<file path="config.mk">
export PLATFORM = sky130hd
export DESIGN_NAME = wb_arbiter_flat
export DESIGN_NICKNAME = d
export VERILOG_FILES = /design/src/rtl/wb_arbiter_if.sv /design/src/rtl/wb_arbiter.sv /design/src/flat_wrapper.sv
export SDC_FILE = /design/constraint.sdc
export NUM_CORES = 1
export LEC_CHECK = 0
export CAP_MARGIN = 20
export CORE_MARGIN = 2
export CORE_UTILIZATION = 49
export CTS_CLUSTER_DIAMETER = 60
export DETAILED_ROUTE_END_ITERATION = 10
export PLACE_DENSITY = 0.8
export SYNTH_ARGS = -nofsm -noshare
export SYNTH_HDL_FRONTEND = slang
export SYNTH_SLANG_ARGS = --single-unit
</file>
<file path="constraint.sdc">
create_clock -name clk -period 4.3 [get_ports clk]
set_clock_uncertainty 0.2 [all_clocks]
set_input_delay 0.86 -clock clk [delete_from_list [all_inputs] [get_ports clk]]
set_output_delay 0.86 -clock clk [all_outputs]
set_load 0.005 [all_outputs]
</file>
<file path="src/rtl/wb_arbiter_if.sv">
// Result-bus bundle between the ALU/load units, the write-back arbiter and the register file.
// The master drives results and flush; the slave (wb_arbiter) drives readies and the write port.
interface wb_arbiter_if;
    logic        alu_valid;
    logic        alu_ready;
    logic [4:0]  alu_rd;
    logic [63:0] alu_val;
    logic        ld_valid;
    logic        ld_ready;
    logic [4:0]  ld_rd;
    logic [63:0] ld_data;
    logic [1:0]  ld_size;
    logic        ld_unsigned;
    logic        flush;
    logic        write_sig;
    logic [4:0]  write_reg;
    logic [63:0] write_val;
    logic [31:0] wb_count;

    modport master (
        output alu_valid, alu_rd, alu_val,
        output ld_valid, ld_rd, ld_data, ld_size, ld_unsigned, flush,
        input  alu_ready, ld_ready, write_sig, write_reg, write_val, wb_count
    );

    modport slave (
        input  alu_valid, alu_rd, alu_val,
        input  ld_valid, ld_rd, ld_data, ld_size, ld_unsigned, flush,
        output alu_ready, ld_ready, write_sig, write_reg, write_val, wb_count
    );
endinterface

</file>
<file path="src/rtl/wb_arbiter.sv">
// Two-source write-back arbiter: one holding register per source, load-priority with ALU anti-starvation.
// Define WB_LOAD_EXT_EN to size/sign-extend load data; otherwise ld_data is written unchanged.
module wb_arbiter (
    input  logic        clk,
    input  logic        reset,
    wb_arbiter_if.slave bus
);
    localparam logic [1:0] STARVE_LIMIT = 2'd2;

    logic        r_alu_vld;
    logic [4:0]  r_alu_rd;
    logic [63:0] r_alu_val;
    logic        r_ld_vld;
    logic [4:0]  r_ld_rd;
    logic [63:0] r_ld_val;
    logic [1:0]  r_starve_cnt;
    logic        r_write_sig;
    logic [4:0]  r_write_reg;
    logic [63:0] r_write_val;
    logic [31:0] r_wb_count;

    logic        w_grant_alu;
    logic        w_grant_ld;
    logic        w_grant_any;
    logic [4:0]  w_grant_rd;
    logic [63:0] w_grant_val;
    logic        w_write_next;
    logic        w_alu_fire;
    logic        w_ld_fire;
    logic [63:0] w_ld_value;

    // NOTE: every output of an always_comb gets a default first so no path leaves it unassigned (no latch).
    always_comb begin
        w_grant_alu = 1'b0;
        w_grant_ld  = 1'b0;
        if (!bus.flush) begin
            if (r_alu_vld && r_ld_vld) begin
                if (r_starve_cnt == STARVE_LIMIT) w_grant_alu = 1'b1;
                else                              w_grant_ld  = 1'b1;
            end else begin
                w_grant_alu = r_alu_vld;
                w_grant_ld  = r_ld_vld;
            end
        end
    end

    assign w_grant_any  = w_grant_alu || w_grant_ld;
    assign w_grant_rd   = w_grant_alu ? r_alu_rd  : r_ld_rd;
    assign w_grant_val  = w_grant_alu ? r_alu_val : r_ld_val;
    assign w_write_next = w_grant_any && (w_grant_rd != 5'd0);

    // Readies are gated by reset directly so they drop the instant reset asserts, not at the next edge.
    assign bus.alu_ready = reset && !bus.flush && (!r_alu_vld || w_grant_alu);
    assign bus.ld_ready  = reset && !bus.flush && (!r_ld_vld  || w_grant_ld);
    assign w_alu_fire    = bus.alu_valid && bus.alu_ready;
    assign w_ld_fire     = bus.ld_valid  && bus.ld_ready;

`ifdef WB_LOAD_EXT_EN
    always_comb begin
        w_ld_value = bus.ld_data;
        case (bus.ld_size)
            2'd0: w_ld_value = bus.ld_unsigned ? {56'd0, bus.ld_data[7:0]}
                                               : {{56{bus.ld_data[7]}}, bus.ld_data[7:0]};
            2'd1: w_ld_value = bus.ld_unsigned ? {48'd0, bus.ld_data[15:0]}
                                               : {{48{bus.ld_data[15]}}, bus.ld_data[15:0]};
            2'd2: w_ld_value = bus.ld_unsigned ? {32'd0, bus.ld_data[31:0]}
                                               : {{32{bus.ld_data[31]}}, bus.ld_data[31:0]};
            default: w_ld_value = bus.ld_data;
        endcase
    end
`else
    logic w_unused_ld_ext;
    assign w_ld_value      = bus.ld_data;
    assign w_unused_ld_ext = &{1'b0, bus.ld_size, bus.ld_unsigned};
`endif

    // NOTE: sequential state uses non-blocking assignments so every register samples pre-edge values.
    always_ff @(posedge clk or negedge reset) begin
        if (!reset) begin
            r_alu_vld <= 1'b0;
            r_alu_rd  <= 5'd0;
            r_alu_val <= 64'd0;
        end else if (bus.flush) begin
            r_alu_vld <= 1'b0;
        end else if (w_alu_fire) begin
            r_alu_vld <= 1'b1;
            r_alu_rd  <= bus.alu_rd;
            r_alu_val <= bus.alu_val;
        end else if (w_grant_alu) begin
            r_alu_vld <= 1'b0;
        end
    end

    always_ff @(posedge clk or negedge reset) begin
        if (!reset) begin
            r_ld_vld <= 1'b0;
            r_ld_rd  <= 5'd0;
            r_ld_val <= 64'd0;
        end else if (bus.flush) begin
            r_ld_vld <= 1'b0;
        end else if (w_ld_fire) begin
            r_ld_vld <= 1'b1;
            r_ld_rd  <= bus.ld_rd;
            r_ld_val <= w_ld_value;
        end else if (w_grant_ld) begin
            r_ld_vld <= 1'b0;
        end
    end

    always_ff @(posedge clk or negedge reset) begin
        if (!reset)                                     r_starve_cnt <= 2'd0;
        else if (bus.flush || w_grant_alu || !r_alu_vld) r_starve_cnt <= 2'd0;
        else if (w_grant_ld)                            r_starve_cnt <= r_starve_cnt + 2'd1;
    end

    always_ff @(posedge clk or negedge reset) begin
        if (!reset) begin
            r_write_sig <= 1'b0;
            r_write_reg <= 5'd0;
            r_write_val <= 64'd0;
            r_wb_count  <= 32'd0;
        end else begin
            r_write_sig <= w_write_next;
            r_wb_count  <= r_wb_count + 32'(w_write_next);
            if (w_grant_any) begin
                r_write_reg <= w_grant_rd;
                r_write_val <= w_grant_val;
            end
        end
    end

    assign bus.write_sig = r_write_sig;
    assign bus.write_reg = r_write_reg;
    assign bus.write_val = r_write_val;
    assign bus.wb_count  = r_wb_count;
endmodule

</file>
<file path="src/flat_wrapper.sv">
// flat-port wrapper written by rule: the top's interface ports become plain ports
module wb_arbiter_flat 
  (clk, reset, bus_alu_valid, bus_alu_rd, bus_alu_val, bus_ld_valid, bus_ld_rd, bus_ld_data, bus_ld_size, bus_ld_unsigned, bus_flush, bus_alu_ready, bus_ld_ready, bus_write_sig, bus_write_reg, bus_write_val, bus_wb_count);
  wb_arbiter_if bus_i ();
  input  logic clk;
  input  logic reset;
  input wire logic [$bits(bus_i.alu_valid)-1:0] bus_alu_valid;
  input wire logic [$bits(bus_i.alu_rd)-1:0] bus_alu_rd;
  input wire logic [$bits(bus_i.alu_val)-1:0] bus_alu_val;
  input wire logic [$bits(bus_i.ld_valid)-1:0] bus_ld_valid;
  input wire logic [$bits(bus_i.ld_rd)-1:0] bus_ld_rd;
  input wire logic [$bits(bus_i.ld_data)-1:0] bus_ld_data;
  input wire logic [$bits(bus_i.ld_size)-1:0] bus_ld_size;
  input wire logic [$bits(bus_i.ld_unsigned)-1:0] bus_ld_unsigned;
  input wire logic [$bits(bus_i.flush)-1:0] bus_flush;
  output wire logic [$bits(bus_i.alu_ready)-1:0] bus_alu_ready;
  output wire logic [$bits(bus_i.ld_ready)-1:0] bus_ld_ready;
  output wire logic [$bits(bus_i.write_sig)-1:0] bus_write_sig;
  output wire logic [$bits(bus_i.write_reg)-1:0] bus_write_reg;
  output wire logic [$bits(bus_i.write_val)-1:0] bus_write_val;
  output wire logic [$bits(bus_i.wb_count)-1:0] bus_wb_count;
  assign bus_i.alu_valid = bus_alu_valid;
  assign bus_i.alu_rd = bus_alu_rd;
  assign bus_i.alu_val = bus_alu_val;
  assign bus_i.ld_valid = bus_ld_valid;
  assign bus_i.ld_rd = bus_ld_rd;
  assign bus_i.ld_data = bus_ld_data;
  assign bus_i.ld_size = bus_ld_size;
  assign bus_i.ld_unsigned = bus_ld_unsigned;
  assign bus_i.flush = bus_flush;
  assign bus_alu_ready = bus_i.alu_ready;
  assign bus_ld_ready = bus_i.ld_ready;
  assign bus_write_sig = bus_i.write_sig;
  assign bus_write_reg = bus_i.write_reg;
  assign bus_write_val = bus_i.write_val;
  assign bus_wb_count = bus_i.wb_count;
  wb_arbiter u_core (.clk(clk), .reset(reset), .bus(bus_i));
endmodule
</file>
After elaboration in Yosys (flattened, before gate mapping):

Index checks and enable logic that the tools add are counted.

* bits in registers: 244
* input bits: 146
* output and inout port bits: 104
* word-level logic and storage cells: 52

* add/subtract/negate cells: 2
* equal/unequal tests: 1
* mux-type cells: 16
* bitwise operators: 1
* reduce and logical (&&, ||, !) cells: 21

Operators with widths (number)
* 64-bit two-way mux: 1
* 32-bit by 1-bit adder with 32-bit output: 1
* 1-bit two-way mux: 12
* 1-bit logical AND: 7
* 3-bit nonzero test: 2
* 1-bit logical OR: 5
* 5-bit two-way mux: 1
* 5-bit nonzero test: 1
* 2-bit two-way mux: 2
* 2-bit AND reduction: 2
* 1-bit zero test: 3
* 2-bit by 1-bit adder with 2-bit output (second input constant): 1
* 2-bit == test (second input constant): 1
* 2-bit nonzero test: 1
* 1-bit inverter: 1

Logic depth before layout (Yosys ltp):

* word-level depth: 9
* gate-level depth with buffers: 14

Worst setup path after synthesis:

No wires, ideal clock.

* kind: input-to-reg
* from: input port bus_flush
* to: register u_core.r_wb_count[26], in the netlist u_core.bus.wb_count[26]
* arrival time: 2920 ps
* data required time: 3975 ps
* path slack: 1055 ps
* stages on the path: 11
* path buffers: 3
* path through: a211o_1 buf_2 buf_6 a311oi_1 ha_1 ha_1 and4_1 and4_1 buf_2 nand4_1 xnor2_1

* longest elaborated chain between the ends: 5

Ends and longest elaborated chain
* from (decl): line flat_wrapper.sv:15 `input wire logic [$bits(bus_i.flush)-1:0] bus_flush;`
* 1-bit two-way mux: line wb_arbiter.sv:36 `if (!bus.flush) begin`
* 5-bit two-way mux: line wb_arbiter.sv:48 `assign w_grant_rd = w_grant_alu ? r_alu_rd : r_ld_rd;`
* 5-bit nonzero test: line wb_arbiter.sv:50 `assign w_write_next = w_grant_any && (w_grant_rd != 5'd0);`
* 1-bit logical AND *: line wb_arbiter.sv:50
* named net u_core.w_write_next: line wb_arbiter.sv:27 `logic w_write_next;`
* 32-bit by 1-bit adder with 32-bit output *: line wb_arbiter.sv:124 `r_wb_count <= r_wb_count + 32'(w_write_next);`
* to (signal assigned): line wb_arbiter.sv:124
* to (decl): line wb_arbiter.sv:20 `logic [31:0] r_wb_count;`

The timed path passes the listed nets; every way through them passes the cells marked *.
A chain may end at the register's enable or synchronous reset.

Worst setup path in the final report:

* from: input port bus_flush
* to: output port bus_ld_ready

* longest elaborated chain between the ends: 3

Ends and longest elaborated chain
* 1-bit two-way mux / 1-bit zero test (equally long branches): line wb_arbiter.sv:36, wb_arbiter.sv:54
* 1-bit logical OR / 1-bit logical AND (equally long branches): line wb_arbiter.sv:54 `assign bus.ld_ready = reset && !bus.flush && (!r_ld_vld || w_grant_ld);`
* 1-bit logical AND *: line wb_arbiter.sv:54
* to (decl): line flat_wrapper.sv:17 `output wire logic [$bits(bus_i.ld_ready)-1:0] bus_ld_ready;`

Every way passes the cells marked *; elsewhere a longest branch is shown, timed or not.

==> impl_metrics.tcl <==
set metrics [dict create \
    outcome "complete, no violations" \
    hpwl_mm 15.4 \
    reg2reg_slack_ns 1.00 \
    wire_per_inst_um 17.9 \
    via_per_inst 5.21 \
    first_pass_iters 4 \
    avgSynthCellArea_sq_um 13.5 \
    syn-num-nets 884 \
    grt_pass1_vias 6928 \
    die_x_um 146 \
    clkTransAtPathRegs_ns 0.06 \
    clock.fmax_mhz 284 \
    cts_tree "yes" \
    multi_input_area_sq_um 3630 \
    synth_area_leaders "dfrtp_1 61%, mux2_2 14%, mux2i_1 7.0%" \
    critPathLaunch "bus_flush" \
    dr.first_iter.drc_count 187 \
    synth_area_leader_cell "dfrtp_1" \
    cts_setup_buffers 0 \
    critPathRequiredTime_ns 3.24 \
    hold_violations 0 \
    routed_wl_mm 22.7 \
    mostFrequentLayoutCells "245 x clkdlybuf4s50_1, 244 x dfrtp_1, 125 x mux2_2, 80 x nand2_1" \
    die_h_um 146 \
    totalPowerFinal_mw 6.30 \
    fillers 1520 \
    start_util 0.496 \
    ys.flop_type "dfrtp_1" \
    antenna_found_initial 0 \
    postRouteAntennaNets 0 \
    place_inst 1223 \
    yosysWarnings 0 \
    ctsResizeCount 0 \
    cp.arrival_ns 2.46 \
    syn-cell-area_sq_um 9930 \
    clockBufferDepth 3 \
    rsz0062_at_grt "no" \
    final_common_cell "clkdlybuf4s50_1" \
    grt.total_usage 0.215 \
    finalNonFillerCells 1267 \
    synth_top_area_share 0.615 \
    min_path_type "input pin to async pin" \
    fin_nets 1130 \
    crit_path_end_kind "output pin" \
    dieArea_sq_um 21400 \
    period_share 0.819 \
    seqCellArea_sq_um 6110 \
    vdd_drop_max_v 0.000320 \
    grt_max_degree 77 \
    via_count 6606 \
    synthCells 735 \
    finalMaxSlewViolations 0 \
    worstMarginPinSlew_ns 1.11 \
    holdBufCountCts 0 \
    fin_tns_setup_ns 0 \
    synth_edf_count 0 \
    yosysSeqAreaShare 0.615 \
    drc 0 \
    clk_latency_ns 0.52 \
    ys_types 32 \
    drive_gt1_frac 0.182 \
    worstPathMaxFanout 7 \
    cts-htree-levels 1 \
    async_flop_share 1.00 \
    fp-row-count 52 \
    startpoint_type "input pin" \
    pin_count 250 \
    antenna_cells 0 \
    grt_pass1_wl_mm 36.9 \
    power_leakage_nw 6.24 \
    globalplace.congestion 0.797 \
    syn_to_final_growth_pct 35.6 \
    grt_overflow_total 0 \
    cts-root-buf "clkbuf_16" \
    crit_type "input pin to output pin" \
    ys_ff_latch 244 \
    port_buffers 246 \
    design.core.area_sq_um 20000 \
    fin_crit_ns 3.52 \
    cts_buffers 26 \
    drv_cap 0 \
    maxSlewHeadroom 0.260 \
    clock-sinks 244 \
    timing.rr.start "u_core.r_starve_cnt[0]$_DFFE_PN0P_" \
    setup_violations 0 \
    power.density_nw_per_um2 468 \
]
kinds of logic after synthesis:
group           synth area share
xor+xnor                  0.0265
mux                        0.226
simple gates              0.0648
flops                      0.615
buf+inv                   0.0232
fa+ha+maj                0.00378
compound gates            0.0411
synthesized netlist by cell type, types with 5 or more instances:
library cell / count
and3_1: 8
and4_1: 5
buf_2: 19
buf_6: 7
clkbuf_1: 12
dfrtp_1: 244
mux2_1: 13
mux2_2: 125
mux2i_1: 69
nand2_1: 82
nand3_1: 9
nand4_1: 12
nor2_1: 5
o21ai_1: 69
xnor2_1: 22
xor2_1: 8
where the power goes:
part           switching [mW]  internal (mW)
Combinational           0.424          0.762
Clock                   0.859           1.27
Sequential              0.244           2.74
final timing paths:
kind	endpoint	cells past startpoint
max in group asynchronous	u_core.r_alu_val[29]$_DFFE_PN0P_	3
worst min-delay path	u_core.bus.write_val[0]$_DFFE_PN0P_	1
min in group clk	u_core.r_starve_cnt[0]$_DFFE_PN0P_	1
worst min register to register	u_core.r_starve_cnt[0]$_DFFE_PN0P_	1
worst max register to register	u_core.bus.wb_count[26]$_DFF_PN0_	11
worst max-delay path	bus_ld_ready	4
cell type report:
| class | count | share of cell area |
|---|---|---|
| tap | 270 | 0.0251 |
| clock inverter | 4 | 0.00353 |
| clock buffer | 40 | 0.0568 |
| inverter | 3 | 0.000836 |
| sequential | 244 | 0.453 |
| timing repair buffer | 256 | 0.191 |
| multi-input combinational | 450 | 0.270 |
critical path, stage by stage:
cell	delay [ns]
clkdlybuf4s50_1	0.55
nand2b_4	0.21
a31oi_2	0.27
clkdlybuf4s50_1	0.57
stage by stage:
stage / setup slack (ns) / hold WS (ns) / utilization / area (sq um)
after floorplan: 1.06 / 0.209 / - / 9930
after global placement: 0.468 / 0.219 / 0.631 / 12700
after detailed placement: 0.381 / 0.224 / 0.631 / 12700
after CTS: 0.788 / 0.0645 / 0.672 / 13500
after global routing: 0.723 / 0.0780 / 0.672 / 13500
final: 0.777 / 0.0575 / 0.672 / 13500
routing by layer:
metal	wire length (um)	global-route usage
met1	9220	0.265
met2	11200	0.369
met3	1500	0.0572
met4	735	0.0762
met5	0	0
Note: power is estimated with default switching activity, not from simulation.
